--- src/rtl/fetch_ctrl.sv ---
// Instruction-fetch controller: gates PC updates on icache hit and pipeline stall,
// holds a redirect target across stalls and parks in HALTED until reset.
//
//   state  | meaning
//   -------+----------------------------------------------------------
//   RUN    | normal sequential fetch, redirects applied when not stalled
//   PEND   | redirect arrived under stall; target held in pend_pc_q
//   HALTED | halt committed; no fetches until RST
module fetch_ctrl #(
   parameter int PC_W = 32
) (
   input  logic            CLK,
   input  logic            RST,
   input  logic [PC_W-1:0] curr_pc,
   input  logic [PC_W-1:0] npc,
   input  logic            ihit,
   input  logic            stall,
   input  logic            redirect_en,
   input  logic [PC_W-1:0] redirect_pc,
   input  logic            halt,
   output logic            pc_en,
   output logic [PC_W-1:0] new_pc,
   output logic            imemREN,
   output logic [PC_W-1:0] imemaddr,
   output logic            fetch_valid,
   output logic            halted,
   output logic [31:0]     fetch_cnt
);

   typedef enum logic [1:0] {
      RUN    = 2'd0,
      PEND   = 2'd1,
      HALTED = 2'd2
   } state_t;

   state_t            state_q, state_d;
   logic [PC_W-1:0]   pend_pc_q, pend_pc_d;
   logic [31:0]       fetch_cnt_q, fetch_cnt_d;

   always_comb begin
      state_d     = state_q;
      pend_pc_d   = pend_pc_q;
      pc_en       = 1'b0;
      new_pc      = npc;
      fetch_valid = 1'b0;
      imemREN     = 1'b0;
      imemaddr    = curr_pc;

      if (!RST) begin
         case (state_q)
            RUN: begin
               imemREN = 1'b1;
               if (halt) begin
                  state_d = HALTED;
               end else if (redirect_en) begin
                  if (!stall) begin
                     pc_en  = 1'b1;
                     new_pc = redirect_pc;
                  end else begin
                     pend_pc_d = redirect_pc;
                     state_d   = PEND;
                  end
               end else if (ihit && !stall) begin
                  pc_en       = 1'b1;
                  fetch_valid = 1'b1;
               end
            end
            PEND: begin
               imemREN = 1'b1;
               if (halt) begin
                  state_d = HALTED;
               end else if (!stall) begin
                  // A fresh redirect on the release cycle is younger than the held one.
                  pc_en   = 1'b1;
                  new_pc  = redirect_en ? redirect_pc : pend_pc_q;
                  state_d = RUN;
               end else if (redirect_en) begin
                  pend_pc_d = redirect_pc;
               end
            end
            HALTED: begin
               state_d = HALTED;
            end
            default: begin
               state_d = RUN;
            end
         endcase
      end

      fetch_cnt_d = fetch_cnt_q + {31'd0, fetch_valid};
   end

   always_ff @(posedge CLK) begin
      if (RST) begin
         state_q     <= RUN;
         pend_pc_q   <= '0;
         fetch_cnt_q <= '0;
      end else begin
         state_q     <= state_d;
         pend_pc_q   <= pend_pc_d;
         fetch_cnt_q <= fetch_cnt_d;
      end
   end

   assign halted    = (state_q == HALTED) && !RST;
   assign fetch_cnt = fetch_cnt_q;

endmodule

--- config.mk ---
export PLATFORM = sky130hd
export DESIGN_NAME = fetch_ctrl
export DESIGN_NICKNAME = d
export VERILOG_FILES = /design/src/rtl/fetch_ctrl.sv
export SDC_FILE = /design/constraint.sdc
export NUM_CORES = 1
export LEC_CHECK = 0
export CORE_MARGIN = 1.5
export CORE_UTILIZATION = 41
export DETAILED_ROUTE_END_ITERATION = 16
export PLACE_DENSITY = 0.84
export SLEW_MARGIN = 20
export SYNTH_ARGS = -nofsm -noshare
export SYNTH_HDL_FRONTEND = slang
export SYNTH_SLANG_ARGS = --single-unit
--- constraint.sdc ---
create_clock -name CLK -period 4 [get_ports CLK]
set_input_delay 1 -clock CLK [delete_from_list [all_inputs] [get_ports CLK]]
set_output_delay 1 -clock CLK [all_outputs]
set_load 0.03 [all_outputs]
Yosys cells after proc, flatten, opt, wreduce, memory -nomap -nowiden
Index checks and enable logic that the tools add are counted.
{"block": "classes", "addsub": 1, "mux": 33, "reduce_logical": 9, "eq_ne": 10}
{"op": "2-to-1 mux 32 bit", "n": 12}
{"op": "one-hot mux 32 bit (2 select lines)", "n": 2}
{"op": "adder 32 x 1 -> 32 bit", "n": 1}
{"op": "2-to-1 mux 1 bit", "n": 12}
{"op": "2-to-1 mux 2 bit", "n": 5}
{"op": "!= test 2 bit, second input constant", "n": 5}
{"op": "!= test 3 bit, second input constant", "n": 3}
{"op": "one-hot mux 2 bit (3 select lines)", "n": 1}
{"op": "AND reduction 6 bit", "n": 1}
{"op": "AND reduction 3 bit", "n": 1}
{"op": "equality test 2 x 1 -> 1 bit, second input constant", "n": 1}
{"op": "equality test 2 bit, second input constant", "n": 1}
{"op": "logical AND 1 bit", "n": 2}
{"op": "logical NOT 1 bit", "n": 2}
{"op": "logical NOT 2 bit", "n": 1}
{"op": "one-hot mux 1 bit (2 select lines)", "n": 1}
{"op": "nonzero test 2 bit", "n": 1}
{"op": "OR reduction 2 bit", "n": 1}
{"block": "word_totals", "in_bits": 102, "word_cells": 56, "reg_bits": 66}

Logic depth before layout (Yosys ltp)
{"block": "depth", "word_depth": 8, "mapped_depth": 12, "ltp_nobuf": 9}

Worst setup path before layout
OpenSTA, ideal clock, no wires.
{"block": "synth_path", "kind": "input -> register", "from": "input port halt", "to": "register fetch_cnt_q[22] (netlist: fetch_cnt[22])", "arrival_ps": 4475, "t_required_ps": 3877, "setup_slack_ps": -599, "path_stages": 12, "setup_time_ps": 123, "cell_sequence": "or2_2 > clkbuf_1 > clkbuf_1 > nor4_1 > ha_1 > ha_1 > and4_1 > clkbuf_1 > nand4_1 > clkbuf_1 > nor4_1 > mux2_1"}
{"block": "synth_via", "elab_chain_cells": 4}
{"item": "start: declaration", "line_no": "20", "text": "input logic halt,"}
{"item": "2-to-1 mux 1 bit", "line_no": "53", "text": "if (halt) begin"}
{"item": "2-to-1 mux 1 bit", "line_no": "50", "text": "case (state_q)"}
{"item": "2-to-1 mux 1 bit", "line_no": "49", "text": "if (!RST) begin"}
{"item": "named net fetch_valid", "line_no": "25", "text": "output logic fetch_valid,"}
{"item": "adder 32 x 1 -> 32 bit", "line_no": "90", "text": "fetch_cnt_d = fetch_cnt_q + {31'd0, fetch_valid};"}
{"item": "end signal: assignment", "line_no": "101", "text": "fetch_cnt_q <= fetch_cnt_d;"}
{"item": "end: declaration", "line_no": "38", "text": "logic [31:0] fetch_cnt_q, fetch_cnt_d;"}
The timed path passes the listed nets, and every way through them passes these cells.
A chain may end at the register's enable or synchronous reset.

Worst setup path in the final report
{"block": "layout_path", "from": "input port halt", "to": "output port new_pc[18]"}
{"block": "layout_via", "elab_chain_cells": 3, "word_cells_on_any_way": 4, "classes_between": "4 x mux"}
{"item": "2-to-1 mux 32 bit (on tied branches)", "line_no": "70, 53"}
{"item": "one-hot mux 32 bit (2 select lines) (*)", "line_no": "50"}
{"item": "2-to-1 mux 32 bit (*)", "line_no": "49"}
{"item": "end: declaration", "line_no": "22", "text": "output logic [PC_W-1:0] new_pc,"}
Mark *: on every way between the ends. The rest lies on a longest branch, timed or not.

==> impl_metrics.yaml <==
worst_setup_path:
  crit_arrival_ns: 2.92
  start_kind: "input pin"
  cp_max_fo: 23
  worstPathRequired_ns: 3.00
  critical_path_class: "input pin to output port"
  cp-end-kind: "output port"
detailed_routing:
  first_pass_iters: 5
  viasPerCell: 5.67
  drt_iter0_drc: 293
  drc: 0
  via_count: 4343
  drtAntennaViolNets: 0
  routed_wl_mm: 12.1
  avgRoutedWirePerCell_um: 15.8
synth:
  yosysSeqAreaShare_pct: 32.6
  ys_ff_latch: 66
  synthTopCellsByArea: "dfxtp_1, a21oi_1, nand2_1"
  synth_top_area_share_pct: 32.6
  avgSynthCellArea_um2: 7.57
  syn_nets: 639
  synth_largest_area_cell: "dfxtp_1"
  synth_cells: 535
  synth_cell_types: 40
  yosysWarningCount: 0
  syn_area_um2: 4050
clocking:
  cts_sinks: 66
  cts_tree: "built"
  cts_buffers: 9
  clk_latency_ns: 0.34
  post_cts_buffers: 0
  cts-root-buf: "clkbuf_8"
  ctsHtreeMaxLevel: 3
  clkTransAtPathRegs_ns: 0.07
  cts_buffer_depth: 2
finish:
  layout_common_cells: "clkdlybuf4s50_1, nand2_1, dfxtp_1, a21oi_1, o21ai_0"
  antennaDiodeCount: 0
  drive_above_1_share_pct: 12.2
  area_delta_synth_final_pct: 37.3
  layout_commonest_cell: "clkdlybuf4s50_1"
  fin_util_pct: 57.5
  fin_nets: 732
placement:
  port_buffers: 137
  hpwlAfterDp_mm: 8.66
  gp_congestion: 0.885
floorplanning:
  ios: 202
  fp-row-count: 36
  die_x_um: 102
  dieHeight_um: 102
  fp.coreArea_um2: 9680
  dieArea_um2: 10500
  start_util_pct: 41.8
status:
  status: "finished clean"
sta:
  finalCritPeriodShare_pct: 98.0
  max_slew_margin_pct: 37.1
  rsz0062_at_grt: "false"
  finalHoldViolations: 0
  period_minus_slack_ns: 3.92
  clock_skew_ns: 0.0123
  setup_viol: 0
  tightest_slew_ns: 0.942
  fmaxAchievable_mhz: 255
  holdWs_ns: 0.455
  slew_violations: 0
global_route:
  first_global_vias: 4210
  grt_max_degree: 53
  antenna_found_initial: 0
  grt_usage_pct: 23.2
  grt_overflow: 0
  grt_first_pass_wirelength_mm: 19.5
pwr:
  vdd_drop_max_mv: 0.236
  switching_share_pct: 27.2
  p_total_mw: 1.73
  power.leakage_nw: 1.97
  power.internal_mw: 1.26
  pwr-share-seq_pct: 39.1
  powerDensity_nw_per_um2: 311
  power_frac_clock_pct: 40.8
  p_sw_mw: 0.471
  share_comb_of_total_power_pct: 20.2
run:
  drv_cap: 0
worst_hold_path:
  hold_path.class: "flop to flop"
## path summary, 6_finish.rpt
check,start,endpoint,slack (ns),depth (start not counted)
setup / recovery,halt,new_pc[18],0.08,8
hold / removal,pend_pc_q[5],pend_pc_q[5],0.45,2
setup reg to reg,state_q[0],fetch_cnt[18],0.88,11
hold reg to reg,pend_pc_q[5],pend_pc_q[5],0.45,2
## area by class of cell
class,instances,area [um2]
multi-input cells,386,2300
well taps,133,166
clock buffers,10,138
flip-flops and latches,66,1320
clock inverters,6,114
inverters,5,18.8
fillers,886,4120
repair buffers,160,1510
## worst max-delay path: stages
cell and delay, ns:
clkdlybuf4s50_1 0.45, buf_4 0.23, or2_2 0.35, buf_4 0.21, o21ai_0 0.17, a22oi_1 0.08, o2bb2ai_1 0.21, buf_4 0.20
## synth_stat cells (all sizes together)
| library cell | number |
|---|---|
| nand2 | 80 |
| dfxtp | 66 |
| a21oi | 65 |
| o21ai | 52 |
| buf | 41 |
| clkbuf | 36 |
| nor2 | 18 |
| a22oi | 17 |
| mux2i | 17 |
| o22ai | 17 |
| o2bb2ai | 17 |
| or4 | 14 |
| nand3b | 13 |
| o31ai | 12 |
| nand3 | 11 |
| xor2 | 8 |
| nand4 | 7 |
| or3 | 6 |
| inv | 5 |
| nor4 | 5 |
| and4 | 4 |
| xnor2 | 4 |
| and3 | 3 |
| nor2b | 3 |
| ha | 2 |
| nand2b | 2 |
| nor3 | 2 |
| nor4b | 2 |
| or2 | 2 |
| a21o | 1 |
| dlygate4sd3 | 1 |
| mux2 | 1 |
| or4b | 1 |
## through the flow
step | instances | TNS (ns) | setup slack, ns | area (um2)
final | 766 | 0 | 0.0809 | 5560
after global routing | 766 | 0 | 0.00623 | 5560
after CTS | 766 | 0 | 0.0187 | 5530
after detailed placement | 750 | -0.138 | -0.0626 | 5270
after global placement | 750 | 0 | 0.00261 | 5270
after floorplan | 535 | 0 | 0.0323 | 4070
## power groups by stage
stage	combinational (mW)	clock, mW	sequential [mW]
6_report	0.349	0.706	0.676
5_1_grt	0.375	0.739	0.677
4_1_cts	0.347	0.711	0.676
3_5_place_dp	0.347	0	0.691
3_3_place_gp	0.340	0	0.690
2_1_floorplan	0.246	0	0.688
## state kept, by name (all words and copies together), names as in the netlist
name       cells
state_q        2
fetch_cnt     32
pend_pc_q     32
## routing by layer
layer	routed length, um	GRT usage [%]	part of all wire, %	vias to the layer above
li1	-	-	-	2099
met1	4940	26.6	41	2074
met2	6260	42.3	52	142
met3	714	5.20	5.9	28
met4	189	7.90	1.6	0
met5	0	0	0	-
## logic make-up after synthesis
group | count (synthesis) | synth area share (%)
DFF | 66 | 32.6
muxes | 18 | 4.48
adders and majority gates | 2 | 0.618
AOI/OAI and AO/OA | 181 | 26.3
and+or+nand+nor | 173 | 21.7
xor gates and xnor gates | 12 | 2.59
buffers and inverters | 83 | 11.7
## repair_timing
| action | 4_1_cts | 5_1_grt |
|---|---|---|
| pin swaps | 0 | 1 |
| endpoints found under the setup margin | 5 | 26 |
| gates resized for setup | 3 | 17 |
| hold buffers | 0 | 0 |
Power figures use the tool's default switching activity.
